### config.mk
export PLATFORM = sky130hd
export DESIGN_NAME = wave_gen
export DESIGN_NICKNAME = d
export VERILOG_FILES = /design/src/rtl/wave_gen.sv
export SDC_FILE = /design/constraint.sdc
export NUM_CORES = 1
export LEC_CHECK = 0
export CORE_UTILIZATION = 55
export DETAILED_ROUTE_END_ITERATION = 6
export GPL_ROUTABILITY_DRIVEN = 0
export PLACE_DENSITY = 0.78
export SYNTH_ARGS = -nofsm -noshare
export SYNTH_HDL_FRONTEND = slang
export SYNTH_SLANG_ARGS = --single-unit
### constraint.sdc
create_clock -name clk -period 7.1 [get_ports clk]
set_input_delay 1.42 -clock clk [delete_from_list [all_inputs] [get_ports clk]]
set_output_delay 1.42 -clock clk [all_outputs]
set_load 0.05 [all_outputs]
### src/rtl/wave_gen.sv
// Direct-digital-synthesis waveform generator: prescaled phase accumulator,
// shadowed controls, and a 3-edge sample pipeline with an external sine ROM.
module wave_gen #(
    parameter int unsigned DATA_W  = 16,
    parameter int unsigned PHASE_W = 24,
    parameter int unsigned ROM_AW  = 10,
    parameter int unsigned PRE_W   = 16
) (
    input  logic                clk,
    input  logic                rst_n,
    input  logic                ena,
    input  logic                sync,
    input  logic [2:0]          mode,
    input  logic [PHASE_W-1:0]  step,
    input  logic [PHASE_W-1:0]  phase_off,
    input  logic [DATA_W:0]     amplitude,
    input  logic [PRE_W-1:0]    prescaler,
    output logic [ROM_AW-1:0]   rom_addr,
    input  logic [DATA_W-1:0]   rom_data,
    output logic [DATA_W-1:0]   data,
    output logic                valid,
    output logic                wrap
);

    localparam logic [2:0] MODE_SIN = 3'd0;
    localparam logic [2:0] MODE_COS = 3'd1;
    localparam logic [2:0] MODE_SQR = 3'd2;
    localparam logic [2:0] MODE_SAW = 3'd3;
    localparam logic [2:0] MODE_TRI = 3'd4;

    localparam int unsigned PROD_W = 2 * DATA_W + 1;
    localparam logic [PHASE_W-1:0] QUARTER  = PHASE_W'(1) << (PHASE_W - 2);
    localparam logic [DATA_W-1:0]  MIDSCALE = DATA_W'(1) << (DATA_W - 1);
    localparam logic [DATA_W:0]    UNITY    = (DATA_W + 1)'(1) << DATA_W;

    logic [PRE_W-1:0]   cnt;
    logic [PHASE_W-1:0] acc;
    logic [PHASE_W-1:0] step_s;
    logic [PHASE_W-1:0] off_s;
    logic [2:0]         mode_s;
    logic [DATA_W:0]    amp_s;

    // stage 0: snapshot of the phase being sampled by this tick
    logic [PHASE_W-1:0] ph0;
    logic [2:0]         mode0;
    logic [DATA_W:0]    amp0;
    logic               t0;
    // stage 1: ROM address issued
    logic [PHASE_W-1:0] p1;
    logic [2:0]         mode1;
    logic [DATA_W:0]    amp1;
    logic               t1;
    // stage 2: raw sample
    logic [DATA_W-1:0]  r;
    logic [DATA_W:0]    amp2;
    logic               t2;

    logic               tick_c;
    logic               shadow_ld_c;
    logic [PHASE_W:0]   sum_c;
    logic [PHASE_W-1:0] rom_ph_c;
    logic [DATA_W-1:0]  tri_c;
    logic [DATA_W-1:0]  raw_c;
    logic [DATA_W:0]    amp_eff_c;
    logic [DATA_W-1:0]  scaled_c;

    assign tick_c      = ena && (cnt >= prescaler) && !sync;
    assign shadow_ld_c = !ena || wrap || sync;
    assign sum_c       = {1'b0, acc} + {1'b0, step_s};

    // Prescaler and phase accumulator; sync wins over a coincident tick.
    always_ff @(posedge clk or negedge rst_n) begin
        if (!rst_n) begin
            cnt  <= '0;
            acc  <= '0;
            wrap <= 1'b0;
        end else if (sync) begin
            cnt  <= '0;
            acc  <= '0;
            wrap <= 1'b0;
        end else if (tick_c) begin
            cnt  <= '0;
            acc  <= sum_c[PHASE_W-1:0];
            wrap <= sum_c[PHASE_W];
        end else begin
            cnt  <= ena ? cnt + PRE_W'(1) : '0;
            wrap <= 1'b0;
        end
    end

    // Control shadows only move while idle or at a period boundary.
    always_ff @(posedge clk or negedge rst_n) begin
        if (!rst_n) begin
            mode_s <= '0;
            step_s <= '0;
            off_s  <= '0;
            amp_s  <= '0;
        end else if (shadow_ld_c) begin
            mode_s <= mode;
            step_s <= step;
            off_s  <= phase_off;
            amp_s  <= amplitude;
        end
    end

    always_ff @(posedge clk or negedge rst_n) begin
        if (!rst_n) begin
            ph0   <= '0;
            mode0 <= '0;
            amp0  <= '0;
            t0    <= 1'b0;
        end else begin
            t0 <= tick_c;
            if (tick_c) begin
                ph0   <= acc + off_s;
                mode0 <= mode_s;
                amp0  <= amp_s;
            end
        end
    end

    assign rom_ph_c = (mode0 == MODE_COS) ? ph0 + QUARTER : ph0;

    always_ff @(posedge clk or negedge rst_n) begin
        if (!rst_n) begin
            rom_addr <= '0;
            p1       <= '0;
            mode1    <= '0;
            amp1     <= '0;
            t1       <= 1'b0;
        end else begin
            rom_addr <= ROM_AW'(rom_ph_c >> (PHASE_W - ROM_AW));
            p1       <= ph0;
            mode1    <= mode0;
            amp1     <= amp0;
            t1       <= t0;
        end
    end

    assign tri_c = DATA_W'(p1 >> (PHASE_W - 1 - DATA_W));

    // Raw waveform selection; ROM data arrives alongside this stage.
    always_comb begin
        raw_c = MIDSCALE;
        case (mode1)
            MODE_SIN, MODE_COS: raw_c = rom_data;
            MODE_SQR:           raw_c = p1[PHASE_W-1] ? '0 : '1;
            MODE_SAW:           raw_c = DATA_W'(p1 >> (PHASE_W - DATA_W));
            MODE_TRI:           raw_c = p1[PHASE_W-1] ? ~tri_c : tri_c;
            default:            raw_c = MIDSCALE;
        endcase
    end

    always_ff @(posedge clk or negedge rst_n) begin
        if (!rst_n) begin
            r    <= '0;
            amp2 <= '0;
            t2   <= 1'b0;
        end else begin
            r    <= raw_c;
            amp2 <= amp1;
            t2   <= t1;
        end
    end

    assign amp_eff_c = (amp2 > UNITY) ? UNITY : amp2;
    assign scaled_c  = DATA_W'((PROD_W'(r) * PROD_W'(amp_eff_c)) >> DATA_W);

    // Output stage: data only moves with a strobed sample.
    always_ff @(posedge clk or negedge rst_n) begin
        if (!rst_n) begin
            data  <= '0;
            valid <= 1'b0;
        end else begin
            valid <= t2;
            if (t2) begin
                data <= scaled_c;
            end
        end
    end

endmodule

==> reports/metrics.yaml, run 1 <==
status: "finished with violations"
violations: "setup timing"
irDropWorstVdd_mv: 0.181
synth-edff-count: 0
grt_pass1_vias: 16000
die_h_um: 191
diodes: 0
power_frac_seq_pct: 42.4
io_pins: 132
ant_nets: 0
hold_violations: 0
final.period_utilization_pct: 103
intPower_uw: 2540
clkTransAtPathRegs_ns: 0.07
crit_fanout: 8
cts_buffers: 26
portBuffers: 131
synth_fa_ha_area_share_pct: 31.3
hold_path_class: "reg2reg"
ys_seq_elements: 238
core_area_mm2: 0.0349
maxCapViolCount: 0
fillers: 2595
synth_compound_area_share_pct: 9.98
wire_per_inst_um: 18.4
yosysSeqAreaShare_pct: 30.3
stdcell_count: 2610
drc_errors: 0
placed_cell_area_mm2: 0.0218
layout_commonest_cell: "inv_1"
start_util_pct: 56.3
vias: 15000
min_period_ns: 7.32
total_power_uw: 3550
dpl.hpwl_um: 35700
nets: 2607
synth_top_family_by_area: "adder cells"
worstSkewPairLatency_ns: 0.55
synth_top_area_share_pct: 30.3
crit_path_start_kind: "flop"
leakagePower_uw: 0.0120
async_reset_ff_share_pct: 100
viasPerCell: 5.74
fmax_mhz: 137
met2_usage_pct: 47.8
synth_xor_area_share_pct: 2.81
cts_sinks: 238
htree_levels: 1
crit_required_ns: 7.52
switching_share_pct: 28.5
worstPathArrival_ns: 7.74
antenna_found_initial: 2
fin_skew_ns: 0.0322
yosysTopAreaCell: "dfrtp_1"
grt.total_usage_pct: 27.0
synth_cells: 1963
worstSetupEndpointType: "flop"
drt-total-wl_um: 48100
first_pass_iters: 5
slew_headroom_pct: 28.3
synthFlopType: "dfrtp_1"
synthMuxAreaShare_pct: 4.32
die_area_mm2: 0.0365
drt_iter0_markers: 970
rows: 68
netSwitchingPower_uw: 1010
synth_cell_type_count: 74
placed_cells: 2531
p_per_area_mw_per_mm2: 152
syn-num-nets: 2435
synthTopCellsByArea: "dfrtp_1 (30%), fa_1 (21%), ha_1 (10%)"
grt_pass1_wl_um: 78100
area_growth_pct: 19.2
yosys_warnings: 0
layout_setup_ws_ns: -0.220
synth.cell_area_mm2: 0.0197
worstSetupPathType: "reg2reg"
die_w_um: 191
cts_tree: "done"
power_frac_comb_pct: 20.2
synthSimpleGateAreaFrac_pct: 13.7
rrSetupSlack_ns: -0.22
cts_buffer_depth: 3
avgSynthCellArea_um2: 10.0
rsz0062_at_grt: "true"
fin_area_mm2: 0.0234
overflow: 0
worst_slew_pin_slew_ns: 1.07
grt-busiest-layer: "met2"
drive_above_1_share_pct: 16.1
layout_common_cells: "inv_1 (272), nand2_1 (252), dfrtp_1 (238), fa_1 (196), ha_1 (152)"
cts-root-buf: "clkbuf_16"
setup_viol: 9
grtUsageMet3_pct: 5.05
p_clk_share_pct: 37.4
grtUsageMet1_pct: 31.9
grt_max_degree: 162
drv_slew: 0
power by group through the flow:
stage	logic [µW]	registers, µW	clock network [µW]
after detailed placement	654	1520	0
after global placement	630	1520	0
after floorplan	420	1470	0
final	716	1510	1330
after global routing	799	1510	1420
after CTS	700	1500	1360
stage by stage:
stage / hold slack [ns] / util [%] / worst slack, ns / setup TNS (ns)
final: 0.343 / 67.2 / -0.220 / -1.32
after global placement: 0.334 / 62.5 / -0.181 / -1.10
after detailed placement: 0.335 / 62.5 / -0.351 / -2.92
after global routing: 0.349 / 67.2 / -0.441 / -4.15
after CTS: 0.344 / 66.6 / -0.115 / -0.547
after floorplan: 0.331 / - / 0.00684 / 0
layout make-up:
class                           count  area [µm²]  area share (%)
Multi-Input combinational cell   1338       12600            53.8
Clock buffer                       40         763            3.26
Timing Repair Buffer              244        2370            10.1
Tap cell                          455         569            2.43
Inverter                          287        1080            4.60
Sequential cell                   238        5960            25.4
Clock inverter                      8        85.1           0.363
flip-flops by register name (all words and copies together) (netlist names), 16 cells and up:
name / flops
acc: 24
amp0: 17
amp1: 17
amp2: 17
amp_s: 17
cnt: 16
data: 16
off_s: 24
p1: 17
ph0: 17
r: 16
step_s: 24
kinds of logic after synthesis:
| family | after synthesis |
|---|---|
| adder cells (fa/ha/maj) | 368 |
| buffers and inverters | 387 |
| flip-flops | 238 |
| multiplexers | 75 |
| XOR/XNOR | 63 |
| AND/OR/NAND/NOR | 557 |
| AO/OA/AOI/OAI | 275 |
critical path, stage by stage, from the launching register on:
cell and delay [ns]:
dfrtp_1 0.39, or4_4 0.55, o41ai_4 0.38, buf_4 0.19
buf_12 0.14, buf_6 0.11, and2_4 0.16, buf_4 0.12
nand2_1 0.08, fa_1 0.53, fa_2 0.57, inv_1 0.05
fa_2 0.54, fa_2 0.43, fa_1 0.48, inv_1 0.05
fa_1 0.47, inv_1 0.06, ha_4 0.23, a21oi_2 0.15
o211ai_1 0.11, a211oi_2 0.23, o211ai_1 0.20, buf_4 0.21
o21a_1 0.18, o21a_2 0.21, o21a_1 0.18, o31ai_2 0.19
repair_timing:
action | CTS | global route
endpoints found under the setup margin | 12 | 15
buffers inserted | 19 | 11
gates resized for setup | 90 | 34
pin swaps | 55 | 19
hold buffers | 0 | 0
cloned | 3 | 0
synthesized netlist by cell type (7+ instances only):
master	count
xnor2_1	41
a21oi_1	64
o21bai_1	8
ha_1	161
nor3_1	13
nand3_1	23
xor2_1	22
and2_1	31
o22a_1	17
and3_1	126
dfrtp_1	238
clkbuf_1	82
mux2_2	74
o21a_1	10
a22o_1	21
or3_1	7
a21o_1	14
o31ai_1	8
a211oi_1	8
nor2_1	56
o211ai_1	7
o22ai_1	17
fa_1	207
o21ai_0	36
inv_1	286
nand2_1	260
buf_4	8
a221oi_1	16
worst paths after layout:
| path | start | end | cells after the start |
|---|---|---|---|
| max reg2reg | amp2[14]$_DFF_PN0_ | data[8]$_DFFE_PN0P_ | 27 |
| min reg2reg | amp1[1]$_DFF_PN0_ | amp2[1]$_DFF_PN0_ | 0 |
| max in group asynchronous | rst_n | acc[20]$_DFFE_PN0P_ | 2 |
| min in group asynchronous | rst_n | data[5]$_DFFE_PN0P_ | 1 |
| max | amp2[14]$_DFF_PN0_ | data[8]$_DFFE_PN0P_ | 27 |
| min | amp1[1]$_DFF_PN0_ | amp2[1]$_DFF_PN0_ | 0 |
per-layer routing:
metal,wire (µm),vias to the layer above
met2,24300,529
met3,3240,146
li1,-,6819
met5,26,-
met4,2170,4
met1,18300,7479
Power figures use the tool's default switching activity.
==> inputs of run 2 (changes only) <==
--- a/config.mk
+++ b/config.mk
@@ -9,6 +9,7 @@
 export DETAILED_ROUTE_END_ITERATION = 6
 export GPL_ROUTABILITY_DRIVEN = 0
 export PLACE_DENSITY = 0.78
+export SKIP_LAST_GASP = 1
 export SYNTH_ARGS = -nofsm -noshare
 export SYNTH_HDL_FRONTEND = slang
 export SYNTH_SLANG_ARGS = --single-unit
==> reports/metrics.yaml, run 2 (synthesis gave the netlist of run 1 again) <==
overflow: 0
viasPerCell: 5.74
rows: 68
portBuffers: 131
intPower_uw: 2540
die_area_mm2: 0.0365
start_util_pct: 56.3
area_growth_pct: 19.2
maxCapViolCount: 0
layout_common_cells: "inv_1 (272), nand2_1 (252), dfrtp_1 (238), fa_1 (196), ha_1 (152)"
slew_headroom_pct: 28.0
drv_slew: 0
cts-root-buf: "clkbuf_16"
crit_fanout: 26
wire_per_inst_um: 18.4
grt_pass1_vias: 16000
min_period_ns: 7.30
drt-total-wl_um: 48100
p_clk_share_pct: 37.4
cts_buffers: 26
fin_skew_ns: 0.0308
worstPathArrival_ns: 7.73
leakagePower_uw: 0.0120
clkTransAtPathRegs_ns: 0.07
pre_cts_slack_ns: -0.351
worstSkewPairLatency_ns: 0.55
status: "finished with violations"
layout_setup_ws_ns: -0.201
worstSetupPathType: "reg2reg"
multi_input_comb_area_mm2: 0.0126
crit_path_start_kind: "flop"
vias: 15000
crit_required_ns: 7.52
setup_viol: 9
drc_errors: 0
reg2reg_from: "amp2[14]$_DFF_PN0_"
irDropWorstVdd_mv: 0.180
cp-startpoint: "amp2[14]$_DFF_PN0_"
drt_iter0_markers: 962
dpl.hpwl_um: 35700
core_area_mm2: 0.0349
stdcell_count: 2610
rsz0062_at_grt: "true"
worst_slew_pin_slew_ns: 1.08
violations: "setup timing"
nets: 2607
switching_share_pct: 28.5
ctsHoldBuffers: 0
total_power_uw: 3550
placed_cells: 2531
ant_nets: 0
diodes: 0
power_frac_seq_pct: 42.4
worstSetupEndpointType: "flop"
final.period_utilization_pct: 103
p_per_area_mw_per_mm2: 152
grt.total_usage_pct: 27.0
fillers: 2595
cts_sinks: 238
layout_commonest_cell: "inv_1"
fmax_mhz: 137
biggestRegsByFlops: "acc (24), off_s (24), step_s (24)"
cts_tree: "done"
grt_max_degree: 162
regArea_mm2: 0.00596
cts_buffer_depth: 3
htree_levels: 1
hold_path_class: "reg2reg"
hold_violations: 0
die_w_um: 191
grt_pass1_wl_um: 78100
io_pins: 132
first_pass_iters: 5
die_h_um: 191
drive_above_1_share_pct: 16.1
utilization_pct: 67.2
netSwitchingPower_uw: 1010
antenna_found_initial: 2
power_frac_comb_pct: 20.2
worstHoldStart: "amp1[1]$_DFF_PN0_"
run 2: critical path: stages (launching register included):
cell       delay [ns]
dfrtp_1          0.39
or4_4            0.55
o41ai_4          0.38
buf_4            0.19
buf_4            0.10
buf_4            0.10
bufbuf_16        0.26
buf_12           0.15
and3_1           0.19
fa_1             0.47
fa_1             0.56
fa_1             0.45
fa_1             0.47
fa_1             0.49
inv_1            0.05
fa_1             0.48
inv_1            0.04
ha_1             0.30
nand2_1          0.09
nor3_2           0.04
buf_4            0.15
a41oi_2          0.15
o211ai_1         0.19
buf_4            0.20
o21a_1           0.18
o21a_2           0.21
o21a_1           0.18
o31ai_2          0.19
run 2: final cells by class:
class | instances | share of cell area [%]
clock buffers | 40 | 3.26
multi-input cells | 1338 | 53.8
flip-flops and latches | 238 | 25.4
clock inverters | 8 | 0.363
inverters | 287 | 4.60
well taps | 455 | 2.43
repair buffers | 244 | 10.1
run 2: per-layer routing:
| metal | routed length (µm) | part of all wire, % | track usage, % |
|---|---|---|---|
| met5 | 26 | 0.054 | 0 |
| met4 | 2150 | 4.5 | 11.7 |
| met3 | 3350 | 7.0 | 5.05 |
| met2 | 24400 | 51 | 47.8 |
| met1 | 18200 | 38 | 31.9 |
run 2: metrics by stage:
step	hold WS [ns]	setup TNS [ns]	area, µm²
floorplan	0.331	0	19700
global placement	0.334	-1.10	21800
detailed placement	0.335	-2.92	21800
CTS	0.344	-0.550	23200
global route	0.349	-4.21	23400
finish	0.344	-1.18	23400
run 2: repair_timing:
item                                   4_1_cts  5_1_grt
pin swaps                                   55       19
buffers inserted                            19       11
gates resized for setup                     89       34
cloned                                       3        0
setup endpoints to repair                   12       15
endpoints found under the hold margin        0        0
run 2: path summary, 6_finish.rpt:
kind / end / slack, ns / depth (start not counted)
min in group asynchronous: data[5]$_DFFE_PN0P_ / 0.80 / 1
max in group asynchronous: acc[20]$_DFFE_PN0P_ / 5.00 / 2
hold reg to reg: amp2[1]$_DFF_PN0_ / 0.34 / 0
hold / removal: amp2[1]$_DFF_PN0_ / 0.34 / 0
setup reg to reg: data[8]$_DFFE_PN0P_ / -0.20 / 27
setup / recovery: data[8]$_DFFE_PN0P_ / -0.20 / 27
run 2: power groups by stage:
stage,logic [µW],registers (µW),clock network [µW]
6_report,716,1510,1330
5_1_grt,799,1510,1420
4_1_cts,700,1500,1360
3_5_place_dp,654,1520,0
3_3_place_gp,630,1520,0
2_1_floorplan,420,1470,0
